File: config.mk
export PLATFORM = sky130hd
export DESIGN_NAME = spi_pwm_host
export DESIGN_NICKNAME = d
export VERILOG_FILES = /design/src/rtl/spi_pwm_host.sv
export SDC_FILE = /design/constraint.sdc
export NUM_CORES = 1
export LEC_CHECK = 0
export ABC_AREA = 1
export CAP_MARGIN = 40
export CORE_ASPECT_RATIO = 2
export CORE_MARGIN = 2
export CORE_UTILIZATION = 24
export CTS_CLUSTER_SIZE = 8
export DETAILED_ROUTE_END_ITERATION = 10
export PLACE_DENSITY = 0.52
export SYNTH_ARGS = -nofsm -noshare
export SYNTH_HDL_FRONTEND = slang
export SYNTH_SLANG_ARGS = --single-unit
File: constraint.sdc
create_clock -name clk -period 1.6 [get_ports clk]
set_input_delay 0.4 -clock clk [delete_from_list [all_inputs] [get_ports clk]]
set_output_delay 0.4 -clock clk [all_outputs]
set_load 0.1 [all_outputs]
File: src/rtl/spi_pwm_host.sv
// SPI master for the 7-channel PWM slave: one 2-byte command/data
// transaction per accepted request. Byte 0 = {write, 4'b0, addr}, byte 1 =
// write data (or 0x00 on a read while the PWM level returns on miso).
// sclk is generated from clk with HALF_PERIOD clk cycles per half-period.
`timescale 1ns/1ps

module spi_pwm_host #(
  parameter int unsigned HALF_PERIOD = 4
) (
  input  logic       clk,
  input  logic       reset,
  input  logic       start,
  input  logic       write,
  input  logic [2:0] addr,
  input  logic [7:0] wdata,
  output logic       busy,
  output logic       done,
  output logic [7:0] rdata,
  output logic       sclk,
  output logic       cs,
  output logic       mosi,
  input  logic       miso
);

  localparam int unsigned CNT_W = $clog2(HALF_PERIOD + 1);
  localparam int unsigned BIT_W = 5;
  localparam logic [CNT_W-1:0] CNT_LAST = CNT_W'(HALF_PERIOD - 1);

  typedef enum logic [2:0] {
    IDLE,
    SETUP,
    HIGH,
    LOW,
    GAP
  } state_t;

  state_t           state;
  logic [CNT_W-1:0] cnt;
  logic [BIT_W-1:0] bit_cnt;
  // Bits 14..0 of the shift word; bit 15 goes straight to mosi at acceptance.
  logic [14:0]      tx;
  logic [7:0]       rx;
  logic             is_wr;
  logic             last_c;

  // Last clk cycle of the current sclk phase.
  assign last_c = (cnt == CNT_LAST);

  // Transaction sequencer with registered SPI pins and handshake outputs.
  always_ff @(posedge clk) begin
    if (!reset) begin
      state   <= IDLE;
      cnt     <= '0;
      bit_cnt <= '0;
      tx      <= '0;
      rx      <= '0;
      is_wr   <= 1'b0;
      busy    <= 1'b0;
      done    <= 1'b0;
      rdata   <= '0;
      sclk    <= 1'b0;
      cs      <= 1'b1;
      mosi    <= 1'b0;
    end else begin
      done <= 1'b0;
      if (state != IDLE) begin
        cnt <= last_c ? '0 : cnt + CNT_W'(1);
      end
      case (state)
        IDLE: begin
          if (start) begin
            tx      <= {4'b0000, addr, (write ? wdata : 8'h00)};
            is_wr   <= write;
            mosi    <= write;
            cs      <= 1'b0;
            sclk    <= 1'b0;
            busy    <= 1'b1;
            cnt     <= '0;
            bit_cnt <= '0;
            state   <= SETUP;
          end
        end
        SETUP: begin
          if (last_c) begin
            sclk  <= 1'b1;
            state <= HIGH;
          end
        end
        HIGH: begin
          if (last_c) begin
            // Data byte arrives LSB first during the second byte.
            if (bit_cnt >= BIT_W'(8)) begin
              rx <= {miso, rx[7:1]};
            end
            sclk  <= 1'b0;
            mosi  <= tx[14];
            tx    <= {tx[13:0], 1'b0};
            state <= LOW;
          end
        end
        LOW: begin
          if (last_c) begin
            bit_cnt <= bit_cnt + BIT_W'(1);
            if (bit_cnt == BIT_W'(15)) begin
              cs    <= 1'b1;
              mosi  <= 1'b0;
              done  <= 1'b1;
              if (!is_wr) begin
                rdata <= rx;
              end
              state <= GAP;
            end else begin
              sclk  <= 1'b1;
              state <= HIGH;
            end
          end
        end
        GAP: begin
          if (last_c) begin
            busy  <= 1'b0;
            state <= IDLE;
          end
        end
        default: begin
          state <= IDLE;
        end
      endcase
    end
  end

endmodule

==> results of run 1 <==
-- metal layers --
layer | share of wire | vias to the layer above
met5 | 0 | -
met3 | 0.025 | 10
li1 | - | 1069
met1 | 0.39 | 924
met2 | 0.54 | 40
met4 | 0.039 | 0
-- power groups by stage --
| stage | Sequential (W) | Clock, W | Combinational (W) |
|---|---|---|---|
| floorplan | 0.00185 | 0 | 0.00107 |
| CTS | 0.00162 | 0.00110 | 0.00193 |
| finish | 0.00163 | 0.00106 | 0.00200 |
| detailed placement | 0.00164 | 0 | 0.00191 |
| global route | 0.00166 | 0.00115 | 0.00223 |
| global placement | 0.00164 | 0 | 0.00189 |
-- cells in the mapped netlist (all sizes together) --
library cell / number
nand2: 62
nor2: 64
a21oi: 24
o21ai: 26
a211oi: 1
ha: 4
buf: 8
inv: 21
nand3: 32
clkinv: 1
clkbuf: 3
or2: 1
nand4: 1
nor3: 3
dfxtp: 48
-- logic make-up after synthesis --
| logic type | count (synthesis) |
|---|---|
| flops | 48 |
| compound gates | 51 |
| buf+inv | 33 |
| simple gates | 163 |
| fa+ha+maj | 4 |
-- per-stage QoR --
step	cell area [µm²]	setup WS (ns)	hold slack (ns)	utilization	instances
3_5_place_dp	2872	-0.1027	0.4400	0.3186	441
6_report	3166	0.01880	0.4452	0.3512	454
3_3_place_gp	2872	-0.08577	0.4332	0.3186	441
5_1_grt	3166	-0.1336	0.4633	0.3512	454
4_1_cts	3049	0.006134	0.4504	0.3383	450
2_1_floorplan	2220	0.08150	0.4218	-	299
-- state kept, by name, summed over array words and instances (netlist names) --
signal,cells
busy,1
cnt,3
is_wr,1
bit_cnt,5
mosi,1
done,1
rdata,8
cs,1
tx,15
state,3
rx,8
sclk,1
-- final cells by class --
type | count | area [µm²] | area share
clock inverter | 3 | 23.77 | 0.007510
clock buffer | 5 | 125.1 | 0.03953
timing repair buffer | 55 | 633.1 | 0.2000
multi-input combinational | 219 | 1195 | 0.3775
sequential | 48 | 965.9 | 0.3051
tap | 102 | 127.6 | 0.04032
inverter | 22 | 95.09 | 0.03004
-- repair_timing --
action | in CTS | in global routing
pin swaps | 4 | 9
gates cloned | 0 | 1
buffers inserted | 1 | 3
gates resized for setup | 11 | 31
endpoints found under the setup margin | 14 | 21
-- worst max-delay path by stage --
| stage | startpoint | end | slack, ns | cells past startpoint |
|---|---|---|---|---|
| after floorplan | bit_cnt[1]$_SDFFE_PN0P_ | rdata[0]$_SDFFE_PN0P_ | 0.08 | 10 |
| after global placement | start | tx[9]$_SDFFE_PN0P_ | -0.09 | 8 |
| after detailed placement | start | tx[11]$_SDFFE_PN0P_ | -0.10 | 8 |
| after CTS | bit_cnt[0]$_SDFFE_PN0P_ | mosi$_SDFFE_PN0P_ | 0.006 | 12 |
| after global routing | bit_cnt[0]$_SDFFE_PN0P_ | rdata[6]$_SDFFE_PN0P_ | -0.13 | 11 |
| final | bit_cnt[0]$_SDFFE_PN0P_ | rdata[6]$_SDFFE_PN0P_ | 0.02 | 11 |
-- critical path, cell delays in order (launching register included) --
cell and delay [ns]:
dfxtp_2 0.35, ha_4 0.14, nand2_2 0.06, nor2_2 0.11
ha_2 0.17, inv_2 0.05, nor3_4 0.13, buf_6 0.14
nand3_4 0.12, clkinv_4 0.11, nor2_1 0.04, nor2_1 0.10
==> impl_results.md, run 1 <==
* Status: finished, final reports clean
* Largest net degree at the start of global routing at 26
* Sequential Power Share at 0.347
* Most frequent cells in the layout: nor2_1 (56), nand2_1 (51), dfxtp_1 (44), nand3_1 (25), buf_4 (24)
* Final WL at 5328 µm
* Pre-antenna DRT Iters at 4
* Post-detail-place hpwl at 3902 µm
* Final Skew at 0.007641 ns
* P per Cell Area at 1479 nW/µm²
* Post-Synth Adder-Cell Area at 0.02255
* Leak at 1.307 nW
* Max_cap viols at 0
* CP arrival at 1.82 ns
* Initial Util at 0.2463
* Worst-Skew Late Latency at 0.29 ns
* DR iter-0 viols at 111
* Post-Syn Nets at 319
* GRT Resource Usage Total at 0.1138
* Max-slew violations at 0
* R2r setup slk at 0.02 ns
* Core Region at 9012 µm²
* Average wire per standard cell at 11.74 µm
* # DRC at 0
* Compound-Gate Fraction of Synth Area at 0.1178
* WP data required at 1.84 ns
* Final Hold Fails at 0
* Buffers on Ports at 28
* Post-synthesis simple-gate area fraction at 0.3534
* Post-cts hold buffer count at 0
* IR drop worst, VDD at 0.8044 mV
* Nets@finish at 371
* Num rows at 49
* HP Class: reg2reg
* Cell count after synthesis at 299
* Setup total negative slack at 0 ns
* First-pass GRT wire length at 9052 µm
* Min cycle time layout at 1.581 ns
* Commonest non-fill, non-tap cell in the layout: nor2_1
* Met1 usage at 0.1189
* Int Power at 0.002822 W
* Leading area contributor after synthesis: dfxtp_1
* Worst-margin pin slew at 0.5208 ns
* Fillers at 929
* M2 GR Usage at 0.2047
* Worst hold stages at 2
* GR Overflow Total at 0
* Die ar. at 10080 µm²
* Gr busiest metal: met2
* Initial antenna violation count at 0
* Mapped cell area at 2220 µm²
* Slew margin rel. at 0.6524
* Via density at 4.500
* Avg Inst Size Synth at 7.424 µm²
* CTS tree: yes
* Post-route ant nets at 0
* Critical Path Sink Type: flop
* Share of post-route cells with drive strength above 1 at 0.2727
* Largest cells by area after synthesis: dfxtp_1 (43%), nor2_1 (10%), nand2_1 (9.5%)
* CTS H-tree lvls at 2
* Total clock sinks at 48
* Combinational family with the most area after synthesis: simple AND/OR/NAND/NOR gates
* Crit path kind: reg2reg
* Xor/xnor cell area share of the yosys netlist at 0
* Top-area cell type share of the netlist area at 0.4329
* Inserted Clock Buffers at 5
* Vias in the first global route at 2001
* Routability cong. at 0.8082
* I/O pins at 29
* Synth unique cells at 32
* Root buf cell: clkbuf_16
* Comb pwr share at 0.427
* Sequential area share after synthesis at 0.4329
* Diode count at 0
* Max Freq at 632.4 MHz
* Hold Path End: cnt[2]$_SDFF_PN0_
* Startpoint types: flop
* Post-synthesis mux area share at 0
* CP max FO at 8
* Unrepaired setup endpoints after global routing: true
* Die W at 72 µm
* CTS clk-pin slew, worst paths at 0.07 ns
* Clk network pwr share at 0.226
* Max Root-Sink Buffers at 2
* Final setup violation count at 0
* Die height at 140 µm
* Synth-to-Final Area Change at 42.62%
* Yosys warns at 0
* Hold path startpoint: cnt[2]$_SDFF_PN0_
* Switching share of power at 0.3974
* R2R Path Start: bit_cnt[0]$_SDFFE_PN0P_
* Psw at 0.001861 W
* Worst R2R Path Depth at 11
* GR met3 Demand/Resource at 0.01942
* Final worst-path cycle share at 0.9882
* Total Power at 0.004683 W
* FF-to-FF End: rdata[6]$_SDFFE_PN0P_
* DR vias at 2043
* #FFs+latches synth at 48
No activity file was read; power rests on OpenSTA's default activity.
==> run 2: changes to the inputs <==
- CORE_MARGIN: 2 -> 1
- PLACE_DENSITY: 0.52 -> not set
- REMOVE_ABC_BUFFERS: not set -> 1
==> run 2 against run 1 <==
Effect of this change:
- the run now ends with negative setup slack left
- routed wire length increased by 0.66%
- final area decreased by 0.67%
- cell count shrank 0.44%
- core utilization down 0.24 points
- maximum frequency decreased by 1.5%
- first-iteration DRC count shrank 9.0%
- combinational power fell by 4%
- global-route usage is 0.22 points higher
- sequential power is essentially flat
- clock power increased by 14%
==> impl_results.md, run 2 (synthesized netlist as in run 1, its figures left out) <==
* Status: finished, violations left
* Failing checks: negative setup slack
* Die height at 138 µm (-1.4%)
* Num rows at 49 (unchanged)
* Pre-antenna DRT Iters at 4 (unchanged)
* Total clock sinks at 48 (unchanged)
* Max Root-Sink Buffers at 2 (unchanged)
* Average wire per standard cell at 11.87 µm (+1.1%)
* Initial Util at 0.2463 (unchanged)
* CTS clk-pin slew, worst paths at 0.07 ns (about the same)
* Commonest non-fill, non-tap cell in the layout: nor2_1
* Critical path buffers and inverters at 3 (unchanged)
* Biggest register: tx
* Min cycle time layout at 1.606 ns (+0.02458 ns)
* Worst hold stages at 2 (unchanged)
* Worst-Skew Late Latency at 0.29 ns (about the same)
* Buffers on Ports at 28 (unchanged)
* Via density at 4.615 (+2.6%)
* Final Skew at 0.006973 ns (-0.0006681 ns)
* # DRC at 0 (unchanged)
* DR vias at 2086 (+2.1%)
* Nets@finish at 369 (-0.54%)
* Leak at 1.296 nW (-0.87%)
* Post-detail-place hpwl at 3982 µm (+2.0%)
* WP data required at 1.83 ns (about the same)
* Final WL at 5363 µm (+0.66%)
* CP Cell Sequence: ha_4 -> nand2_4 -> nor2_4 -> ha_4 -> inv_2 -> nor3_4 -> buf_6 -> nand3_4 -> clkinv_4 -> nor2_1 -> nor2_1
* Final Util at 0.3489 (-0.002361)
* IR drop worst, VDD at 0.5256 mV (-35%)
* Final setup violation count at 6 (+6)
* Diode count at 0 (unchanged)
* Post-route ant nets at 0 (unchanged)
* CP arrival at 1.84 ns (+0.02 ns)
* CTS tree: yes
* Worst-margin pin slew at 0.4475 ns (-0.07335 ns)
* GRT Resource Usage Total at 0.1159 (+0.002155)
* Biggest regs: tx x15, rdata x8, rx x8
* Crit path kind: reg2reg
* Place WS at -0.07627 ns (+0.02645 ns)
* R2r setup slk at -0.006 ns (-0.02 ns)
* Largest register FFs at 15 (unchanged)
* Final Hold Fails at 0 (unchanged)
* Routability cong. at 0.8489 (+5.0%)
* Placed Cells at 439 (-0.45%)
* Fin cells at 452 (-0.44%)
* Crit-path max cell delay at 0.36 ns (about the same)
* Die W at 70 µm (-2.8%)
* Most frequent cells in the layout: nor2_1 (59), nand2_1 (54), dfxtp_1 (45), nand3_1 (26)
* HP Class: reg2reg
* Unrepaired setup endpoints after global routing: true
* Startpoint types: flop
* Fillers at 913 (-1.7%)
* Slew margin rel. at 0.7014 (+0.04896)
* Crit path depth at 11 (unchanged)
* Worst setup margin at -0.005779 ns (-0.02458 ns)
* P per Cell Area at 1516 nW/µm² (+2.5%)
* Area of the multi-input gates at 1166 µm² (-2.4%)
* Inserted Clock Buffers at 5 (unchanged)
* Delay-heaviest family, CP: simple AND/OR/NAND/NOR gates
* CTS H-tree lvls at 2 (unchanged)
* DR iter-0 viols at 101 (-9.0%)
* First-pass GRT wire length at 8963 µm (-0.98%)
* Worst R2R Path Depth at 11 (unchanged)
* I/O pins at 29 (unchanged)
* Initial antenna violation count at 0 (unchanged)
* Seq. cell area at 964.7 µm² (-0.13%)
* Final worst-path cycle share at 1.004 (+0.01536)
* Slowest CP cell: dfxtp_2
* Max Freq at 622.8 MHz (-1.5%)
* Vias in the first global route at 2082 (+4.0%)
* CP max FO at 8 (unchanged)
* Max-slew violations at 0 (unchanged)
* Die ar. at 9660 µm² (-4.2%)
* Share of post-route cells with drive strength above 1 at 0.2371 (-0.03558)
* Core Region at 9012 µm² (unchanged)
* Root buf cell: clkbuf_16
* GR Overflow Total at 0 (unchanged)
* Max_cap viols at 0 (unchanged)
* Critical Path Sink Type: flop
* Largest net degree at the start of global routing at 26 (unchanged)
* Synth-to-Final Area Change at 41.66%
## run 2: cell count changes in the layout (fill, tap and decap cells not counted), sizes merged
cell | previous run | this run
clkinvlp | 2 | 1
bufinv | 0 | 1
buf | 40 | 38
inv | 21 | 20
clkinv | 2 | 3
## run 2: through the flow
step / cell area (µm²) / setup TNS (ns) / power, W / hold WS (ns)
CTS: 3073 / -0.02393 / 0.004758 / 0.4505
detailed placement: 2856 / -1.073 / 0.003520 / 0.4412
floorplan: 2148 / 0 / 0.002822 / 0.4218
global placement: 2856 / -0.9553 / 0.003474 / 0.4286
finish: 3144 / -0.01522 / 0.004766 / 0.4609
global route: 3144 / -0.9605 / 0.005078 / 0.4838
## run 2: worst min-delay path, stage by stage (launching register included)
cell	delay (ns)
dfxtp_1	0.30
inv_1	0.07
a211oi_1	0.05
## run 2: per-layer routing
| metal | up-vias | share of wire | track usage |
|---|---|---|---|
| li1 | 1070 | - | - |
| met1 | 944 | 0.35 | 0.1000 |
| met2 | 52 | 0.57 | 0.2282 |
| met3 | 20 | 0.035 | 0.02187 |
| met4 | 0 | 0.048 | 0.07789 |
| met5 | - | 0 | 0 |
## run 2: final timing paths
check,startpoint,endpoint
max reg2reg,bit_cnt[1]$_SDFFE_PN0P_,rdata[0]$_SDFFE_PN0P_
min reg2reg,cnt[2]$_SDFF_PN0_,cnt[2]$_SDFF_PN0_
max,bit_cnt[1]$_SDFFE_PN0P_,rdata[0]$_SDFFE_PN0P_
min,cnt[2]$_SDFF_PN0_,cnt[2]$_SDFF_PN0_
## run 2: report_power, final
part / total [W] / switching [W] / internal [W]
Combinational: 0.00192 / 0.00118 / 0.000740
Sequential: 0.00163 / 0.000197 / 0.00143
Clock: 0.00121 / 0.000469 / 0.000743
## run 2: cell type report
type	instances	area share
Clock buffer	5	0.03979
Clock inverter	3	0.01512
Inverter	22	0.03144
Multi-Input combinational cell	219	0.3709
Sequential cell	48	0.3068
Tap cell	102	0.04059
Timing Repair Buffer	53	0.1954
## run 2: timing repair
action	in CTS	in global routing
resized for setup	11	17
endpoints found under the hold margin	0	0
endpoints found under the setup margin	12	27
hold buffers	0	0
gates cloned	1	0
pin swaps	2	5
buffers inserted	2	2
